==> src/rtl/flag_window_monitor.sv <==
// Windowed statistics over the compare-stage flag stream: flag count, longest flag run and
// signed max/min of flagged samples, reported per window. Optional FLAG_MON_OVERFLOW_EN adds rep_ovf.
module flag_window_monitor #(
    parameter int WINDOW = 64,
    parameter int CNT_W  = 8
) (
    input  logic                    system1000,
    input  logic                    system1000_rstn,
    input  logic                    in_valid,
    input  logic                    in_flag,
    input  logic signed [6:0]       in_sample,
    output logic                    in_ready,
    output logic                    rep_valid,
    input  logic                    rep_ready,
    output logic [CNT_W-1:0]        rep_count,
    output logic [CNT_W-1:0]        rep_maxrun,
    output logic signed [6:0]       rep_max,
    output logic signed [6:0]       rep_min
`ifdef FLAG_MON_OVERFLOW_EN
    ,
    output logic                    rep_ovf
`endif
);

    localparam int IDX_W = $clog2(WINDOW + 1);
    localparam logic [CNT_W-1:0]  CNT_MAX  = {CNT_W{1'b1}};
    localparam logic [CNT_W-1:0]  CNT_ONE  = CNT_W'(1);
    localparam logic [CNT_W-1:0]  CNT_ZERO = {CNT_W{1'b0}};
    localparam logic [IDX_W-1:0]  IDX_ONE  = IDX_W'(1);
    localparam logic [IDX_W-1:0]  IDX_ZERO = {IDX_W{1'b0}};
    localparam logic [IDX_W-1:0]  IDX_LAST = IDX_W'(WINDOW - 1);
    // Empty-window sentinels: max starts at the most negative value, min at the most positive.
    localparam logic signed [6:0] MAX_INIT = 7'sh40;
    localparam logic signed [6:0] MIN_INIT = 7'sh3F;

    typedef enum logic [0:0] {
        ST_ACCUM  = 1'b0,
        ST_REPORT = 1'b1
    } state_t;

    state_t            state_r;
    logic [IDX_W-1:0]  idx_r;
    logic [CNT_W-1:0]  count_r;
    logic [CNT_W-1:0]  run_r;
    logic [CNT_W-1:0]  maxrun_r;
    logic signed [6:0] max_r;
    logic signed [6:0] min_r;

    logic [CNT_W-1:0]  count_nxt_s;
    logic [CNT_W-1:0]  run_nxt_s;
    logic [CNT_W-1:0]  maxrun_nxt_s;
    logic signed [6:0] max_nxt_s;
    logic signed [6:0] min_nxt_s;

`ifdef FLAG_MON_OVERFLOW_EN
    logic ovf_r;
    logic ovf_nxt_s;
`endif

    // Accumulator values after accepting the current sample (only used when a sample is accepted).
    always_comb begin
        count_nxt_s  = count_r;
        run_nxt_s    = run_r;
        maxrun_nxt_s = maxrun_r;
        max_nxt_s    = max_r;
        min_nxt_s    = min_r;
`ifdef FLAG_MON_OVERFLOW_EN
        ovf_nxt_s    = ovf_r;
`endif
        if (in_flag) begin
            count_nxt_s = (count_r == CNT_MAX) ? CNT_MAX : count_r + CNT_ONE;
            run_nxt_s   = (run_r == CNT_MAX) ? CNT_MAX : run_r + CNT_ONE;
            if (run_nxt_s > maxrun_r) begin
                maxrun_nxt_s = run_nxt_s;
            end else begin
                maxrun_nxt_s = maxrun_r;
            end
            if (in_sample > max_r) begin
                max_nxt_s = in_sample;
            end else begin
                max_nxt_s = max_r;
            end
            if (in_sample < min_r) begin
                min_nxt_s = in_sample;
            end else begin
                min_nxt_s = min_r;
            end
`ifdef FLAG_MON_OVERFLOW_EN
            if ((count_r == CNT_MAX) || (run_r == CNT_MAX)) begin
                ovf_nxt_s = 1'b1;
            end else begin
                ovf_nxt_s = ovf_r;
            end
`endif
        end else begin
            run_nxt_s = CNT_ZERO;
        end
    end

    // Window FSM: accumulate WINDOW accepts, then hold the report until the consumer takes it.
    always_ff @(posedge system1000 or negedge system1000_rstn) begin
        if (!system1000_rstn) begin
            state_r    <= ST_ACCUM;
            in_ready   <= 1'b1;
            rep_valid  <= 1'b0;
            idx_r      <= IDX_ZERO;
            count_r    <= CNT_ZERO;
            run_r      <= CNT_ZERO;
            maxrun_r   <= CNT_ZERO;
            max_r      <= MAX_INIT;
            min_r      <= MIN_INIT;
            rep_count  <= CNT_ZERO;
            rep_maxrun <= CNT_ZERO;
            rep_max    <= MAX_INIT;
            rep_min    <= MIN_INIT;
`ifdef FLAG_MON_OVERFLOW_EN
            ovf_r      <= 1'b0;
            rep_ovf    <= 1'b0;
`endif
        end else begin
            case (state_r)
                ST_ACCUM: begin
                    if (in_valid) begin
                        idx_r    <= idx_r + IDX_ONE;
                        count_r  <= count_nxt_s;
                        run_r    <= run_nxt_s;
                        maxrun_r <= maxrun_nxt_s;
                        max_r    <= max_nxt_s;
                        min_r    <= min_nxt_s;
`ifdef FLAG_MON_OVERFLOW_EN
                        ovf_r    <= ovf_nxt_s;
`endif
                        if (idx_r == IDX_LAST) begin
                            rep_count  <= count_nxt_s;
                            rep_maxrun <= maxrun_nxt_s;
                            rep_max    <= max_nxt_s;
                            rep_min    <= min_nxt_s;
`ifdef FLAG_MON_OVERFLOW_EN
                            rep_ovf    <= ovf_nxt_s;
`endif
                            state_r    <= ST_REPORT;
                            in_ready   <= 1'b0;
                            rep_valid  <= 1'b1;
                        end
                    end
                end
                ST_REPORT: begin
                    if (rep_ready) begin
                        state_r   <= ST_ACCUM;
                        in_ready  <= 1'b1;
                        rep_valid <= 1'b0;
                        idx_r     <= IDX_ZERO;
                        count_r   <= CNT_ZERO;
                        run_r     <= CNT_ZERO;
                        maxrun_r  <= CNT_ZERO;
                        max_r     <= MAX_INIT;
                        min_r     <= MIN_INIT;
`ifdef FLAG_MON_OVERFLOW_EN
                        ovf_r     <= 1'b0;
`endif
                    end
                end
                default: begin
                    state_r   <= ST_ACCUM;
                    in_ready  <= 1'b1;
                    rep_valid <= 1'b0;
                    idx_r     <= IDX_ZERO;
                    count_r   <= CNT_ZERO;
                    run_r     <= CNT_ZERO;
                    maxrun_r  <= CNT_ZERO;
                    max_r     <= MAX_INIT;
                    min_r     <= MIN_INIT;
`ifdef FLAG_MON_OVERFLOW_EN
                    ovf_r     <= 1'b0;
`endif
                end
            endcase
        end
    end

endmodule

==> config.mk <==
export PLATFORM = sky130hd
export DESIGN_NAME = flag_window_monitor
export DESIGN_NICKNAME = d
export VERILOG_FILES = /design/src/rtl/flag_window_monitor.sv
export SDC_FILE = /design/constraint.sdc
export NUM_CORES = 1
export LEC_CHECK = 0
export BUFFER_PORTS_ARGS = -buffer_cell sky130_fd_sc_hd__buf_2
export CORE_ASPECT_RATIO = 1.25
export CORE_MARGIN = 2
export CORE_UTILIZATION = 40
export CTS_CLUSTER_DIAMETER = 120
export DETAILED_ROUTE_END_ITERATION = 10
export GPL_ROUTABILITY_DRIVEN = 0
export GPL_TIMING_DRIVEN = 0
export PLACE_DENSITY = 0.58
export SYNTH_ARGS = -nofsm -noshare
export SYNTH_HDL_FRONTEND = slang
export SYNTH_SLANG_ARGS = --single-unit
==> constraint.sdc <==
create_clock -name system1000 -period 5.3 [get_ports system1000]
set_clock_uncertainty 0.2 [all_clocks]
set_input_delay 1.06 -clock system1000 [delete_from_list [all_inputs] [get_ports system1000]]
set_output_delay 1.06 -clock system1000 [all_outputs]
set_load 0.1 [all_outputs]
=== Word level (Yosys, flattened, before mapping) ===
Cells that the tools add are included.

* Add/subtract/negate cells: 3
* $lt $le $gt $ge: 3
* Equal/unequal tests: 6
* Multiplexer cells: 38
* Bitwise logic cells: 1
* Reduce and logical (&&, ||, !) cells: 3

{| class="wikitable"
|+ Operator list
! operator !! number
|-
| $mux W8 || 10
|-
| $mux W7 || 10
|-
| $pmux W8 S2 || 3
|-
| $pmux W7 S2 || 3
|-
| $add A8 B1 Y8 const B || 2
|-
| $eq A8 B8 Y1 const B || 2
|-
| $mux W1 || 9
|-
| $gt A8 B8 Y1 || 1
|-
| $add A7 B1 Y7 const B || 1
|-
| $eq A7 B6 Y1 const B || 1
|-
| $gt A7 B7 Y1 || 1
|-
| $lt A7 B7 Y1 || 1
|-
| $ne A2 B2 Y1 const B || 3
|-
| $pmux W1 S2 || 3
|-
| $reduce_and A3 Y1 || 2
|-
| $reduce_and A2 Y1 || 1
|-
| $not A1 Y1 || 1
|}

* Flip-flop bits (word level): 78
* Bits of input ports: 12
* Word-level logic and storage cells: 67

=== Longest topological paths before layout ===
* Word-level depth: 7
* Gate-level depth with buffers: 14
* Gate-level depth less buffers: 13

=== Least setup slack after synthesis ===
OpenSTA, ideal clock, no wires.

* Kind: register to register
* From: reg run_r[0]
* To: reg maxrun_r[0]
* Setup time: 0.121 ns
* Arrival: 2.780 ns
* Slack: 2.199 ns
* Cell stages (with the launch flop): 14
* Buffers on the path: 1
* Period minus slack after synthesis: 3.101 ns
* Cell sequence: dfrtp_1 -> ha_1 -> and3_1 -> and3_1 -> nand3_1 -> nand2_1 -> ha_1 -> a211oi_1 -> nor2_1 -> o221ai_1 -> o31ai_4 -> and2_1 -> buf_2 -> a22o_1

* Cells in the longest elaborated chain, start to end: 7
* Elaborated cells on any way between the ends: 8

{| class="wikitable"
|+ RTL lines
! item !! line !! source
|-
| start: declaration || 44 || <nowiki>logic [CNT_W-1:0] run_r;</nowiki>
|-
| start signal: assignment || 126 || <nowiki>run_r <= run_nxt_s;</nowiki>
|-
| $add A8 B1 Y8 / $eq A8 B8 Y1 (equally long branches) || 72 || <nowiki>run_nxt_s = (run_r == CNT_MAX) ? CNT_MAX : run_r + CNT_ONE;</nowiki>
|-
| $mux W8 * || 72 ||
|-
| $gt A8 B8 Y1 || 73 || <nowiki>if (run_nxt_s > maxrun_r) begin</nowiki>
|-
| $mux W8 * || 73 ||
|-
| $mux W8 * || 70 || <nowiki>if (in_flag) begin</nowiki>
|-
| $mux W8 * || 123 || <nowiki>if (in_valid) begin</nowiki>
|-
| $pmux W8 S2 * || 121 || <nowiki>case (state_r)</nowiki>
|-
| end signal: assignment || 127 || <nowiki>maxrun_r <= maxrun_nxt_s;</nowiki>
|-
| end: declaration || 45 || <nowiki>logic [CNT_W-1:0] maxrun_r;</nowiki>
|}

Mark *: on every way between the ends. The rest lies on a longest branch, timed or not. The select of a mux whose other input is x is not followed.
A chain may end at the register's enable or synchronous reset.

=== Worst setup path after layout ===
* From: reg run_r[0]
* To: reg rep_maxrun[2]

* Cells in the longest elaborated chain, start to end: 5
* Elaborated cells on any way between the ends: 6

{| class="wikitable"
|+ RTL lines
! item !! line !! source
|-
| $add A8 B1 Y8 / $eq A8 B8 Y1 (equally long branches) || 72 ||
|-
| $mux W8 * || 72 ||
|-
| $gt A8 B8 Y1 || 73 ||
|-
| $mux W8 * || 73 ||
|-
| $mux W8 * || 70 ||
|-
| end signal: assignment || 135 || <nowiki>rep_maxrun <= maxrun_nxt_s;</nowiki>
|-
| end: declaration || 16 || <nowiki>output logic [CNT_W-1:0] rep_maxrun,</nowiki>
|}

Mark *: on every way between the ends. The rest lies on a longest branch, timed or not.

==> flow_metrics.py <==
metrics = {
    "floorplan": {
        "design.die.area_mm2": 0.0113,
        "initial_core_util_pct": 41.2,
        "io_pins": 44,
        "core_mm2": 0.0101,
        "num_rows": 41,
        "dieWidth_um": 95.3,
        "die_h_um": 118,
    },
    "critical_path": {
        "reg2reg_to": "rep_maxrun[2]",
        "timing.rr.start": "run_r[0]",
        "worstSetupPathType": "flop to flop",
        "reg2reg_depth": 12,
        "reg2reg_slack_ps": 1720,
        "end_kind": "flop",
        "arrival_ps": 3610,
        "cp_max_fo": 10,
        "cp.required_ps": 5330,
        "crit_chain": "ha_1, and3_1, and3_1, nand3_1, o21ai_0, ha_1, nand2_1, o21a_1, o31ai_4, buf_2, nand3_1, o311ai_2",
        "slowest_stage": "o31ai_4",
        "worstSetupStartpointType": "flop",
        "slowest_delay_ps": 450,
    },
    "drt": {
        "met1_length_mm": 4.39,
        "met2_wirelength_mm": 4.84,
        "wl_per_cell_um": 16.4,
        "vias_per_cell": 5.39,
        "drc": 0,
        "routed_wl_mm": 9.82,
        "dr.pass1.iters": 4,
        "antenna_left": 0,
        "wl_met3_um": 358,
        "maxUsedRoutingLayer": "met4",
        "drt_iter0_drc": 188,
        "vias": 3226,
    },
    "synthesis": {
        "synth_area_per_cell_um2": 10.2,
        "synth_edf_count": 0,
        "synth_flop_cell": "dfrtp_1",
        "synth-seq-cells": 78,
        "synth.yosys.seq_area_share_pct": 47.3,
        "syn-num-nets": 445,
        "synthArstFlopShare_pct": 100,
        "syn_inst": 409,
        "yosysUniqueCellTypes": 52,
        "netlist_area_mm2": 0.00417,
        "synth_warnings": 0,
    },
    "sta": {
        "rsz0062_at_grt": "no",
        "hold-worst-slack_ps": 260,
        "hold_viol_final": 0,
        "slew_headroom_pct": 61.6,
        "setup_viol": 0,
        "worstMarginPinSlew_ps": 572,
        "finalMaxSlewViolations": 0,
        "min_period_ps": 3580,
        "max_freq_mhz": 280,
        "setup_slack_ps": 1720,
        "period_share_pct": 67.5,
        "finalSetupTns_ps": 0,
    },
    "power": {
        "powerDensity_mw_per_mm2": 387,
        "leakage_nw": 2.39,
        "peakVddDrop_mv": 0.202,
        "p_total_w": 0.00187,
    },
    "clock_tree": {
        "clock-root-buffer": "clkbuf_16",
        "post_cts_resize_count": 0,
        "numCtsBuffers": 9,
        "cts_max_level": 3,
        "clk_pin_slew_ps": 60,
        "post_cts_buffers": 0,
        "clock_latency_ps": 330,
        "cts_tree": "done",
        "cts_hold_buffers": 0,
        "clock_sinks": 78,
        "clk_path_buf_depth": 2,
    },
    "layout": {
        "fillers": 962,
        "final_common_cell": "dfrtp_1",
        "syn_to_final_growth_pct": 16.2,
        "finalNonFillerCells": 598,
        "antenna_cells": 0,
        "drive_gt1_share_pct": 21.1,
        "fin_nets": 500,
        "final_cell_mix": "dfrtp_1, buf_2, nand2_1",
    },
    "grt": {
        "grt_max_degree": 47,
        "overflow": 0,
        "grt_pass1_vias": 3302,
        "grt_antenna_before_repair": 0,
        "track_usage_pct": 18.8,
        "grt_pass1_wl_mm": 16.2,
    },
    "placement": {
        "dp_hpwl_mm": 7.15,
        "port_buffers": 43,
        "dp.cells": 582,
        "pre_cts_slack_ps": 1760,
    },
    "min_path": {
        "min_to": "in_ready",
        "hold_path_startpoint": "in_ready",
        "hold_class": "flop to flop",
        "worstHoldPathCells": 2,
    },
    "run": {
        "drv_cap": 0,
    },
    "run_status": {
        "status": "complete, no violations",
    },
}
## per-layer routing
metal | track usage, % | vias up
met5 | 0 | -
met4 | 7.79 | 0
met3 | 4.74 | 16
met2 | 30.5 | 68
met1 | 23.4 | 1558
li1 | - | 1584
## worst max-delay path by stage
stage                     startpoint             to  slack, ps  cells after the start
after global placement      run_r[0]  rep_maxrun[6]       1800                     12
after floorplan             run_r[0]    maxrun_r[0]       2200                     13
after detailed placement    run_r[0]  rep_maxrun[6]       1760                     12
after global routing        run_r[0]  rep_maxrun[6]       1520                     12
final                       run_r[0]  rep_maxrun[2]       1720                     12
after CTS                   run_r[0]  rep_maxrun[2]       1740                     12
## cell type report
type	count	area [um2]	share of cell area, %
tap	129	161	3.33
timing repair buffer	44	245	5.07
sequential	78	1970	40.7
clock inverter	4	22.5	0.465
clock buffer	12	246	5.09
inverter	32	120	2.48
buffer	17	81.3	1.68
multi-input combinational	282	1990	41.2
## registers in the layout, summed over array words and instances, names as in the netlist
register and cells:
count_r 8, maxrun_r 8, rep_count 8, rep_maxrun 8, run_r 8, idx_r 7
max_r 7, min_r 7, rep_max 7, rep_min 7, in_ready 1, rep_valid 1
state_r 1
## kinds of logic (layout without fill, tap and decap cells)
logic type,Yosys count,count (layout),share of synthesized area [%]
compound gates,108,108,19.4
xor+xnor,7,7,1.47
fa+ha+maj,24,24,7.21
buf+inv,49,109,4.84
flops,78,78,47.3
mux,24,24,5.80
simple gates,119,119,13.9
## synth_stat cells (7+ instances only)
library cell	n	area, um2
dfrtp_1	63	1580
inv_1	32	120
nand3_1	14	70.1
a22o_1	17	149
and3_1	8	50.1
o21ai_0	27	135
nand2_1	48	180
mux2i_1	23	230
a21oi_1	23	115
buf_2	8	40.0
ha_1	24	300
nor2_1	23	86.3
clkbuf_1	7	26.3
dfstp_2	15	394
## per-stage QoR
stage / area (um2) / util [%]
after floorplan: 4170 / -
after global placement: 4540 / 44.9
after detailed placement: 4570 / 45.2
after CTS: 4840 / 47.9
after global routing: 4840 / 47.9
final: 4840 / 47.9
## worst max-delay path, delay by kind of cell, from the launching register on
| family | cells | cell delay (ps) |
|---|---|---|
| flops | 1 | 430 |
| fa+ha+maj | 2 | 660 |
| compound gates | 4 | 1040 |
| simple gates | 5 | 830 |
| buf+inv | 1 | 320 |
## power breakdown
part / switching, W / internal (W)
logic: 0.000288 / 0.000227
registers: 0.0000892 / 0.000703
clock network: 0.000236 / 0.000328
total: 0.000613 / 0.00126
(Power assumes the default switching activity.)
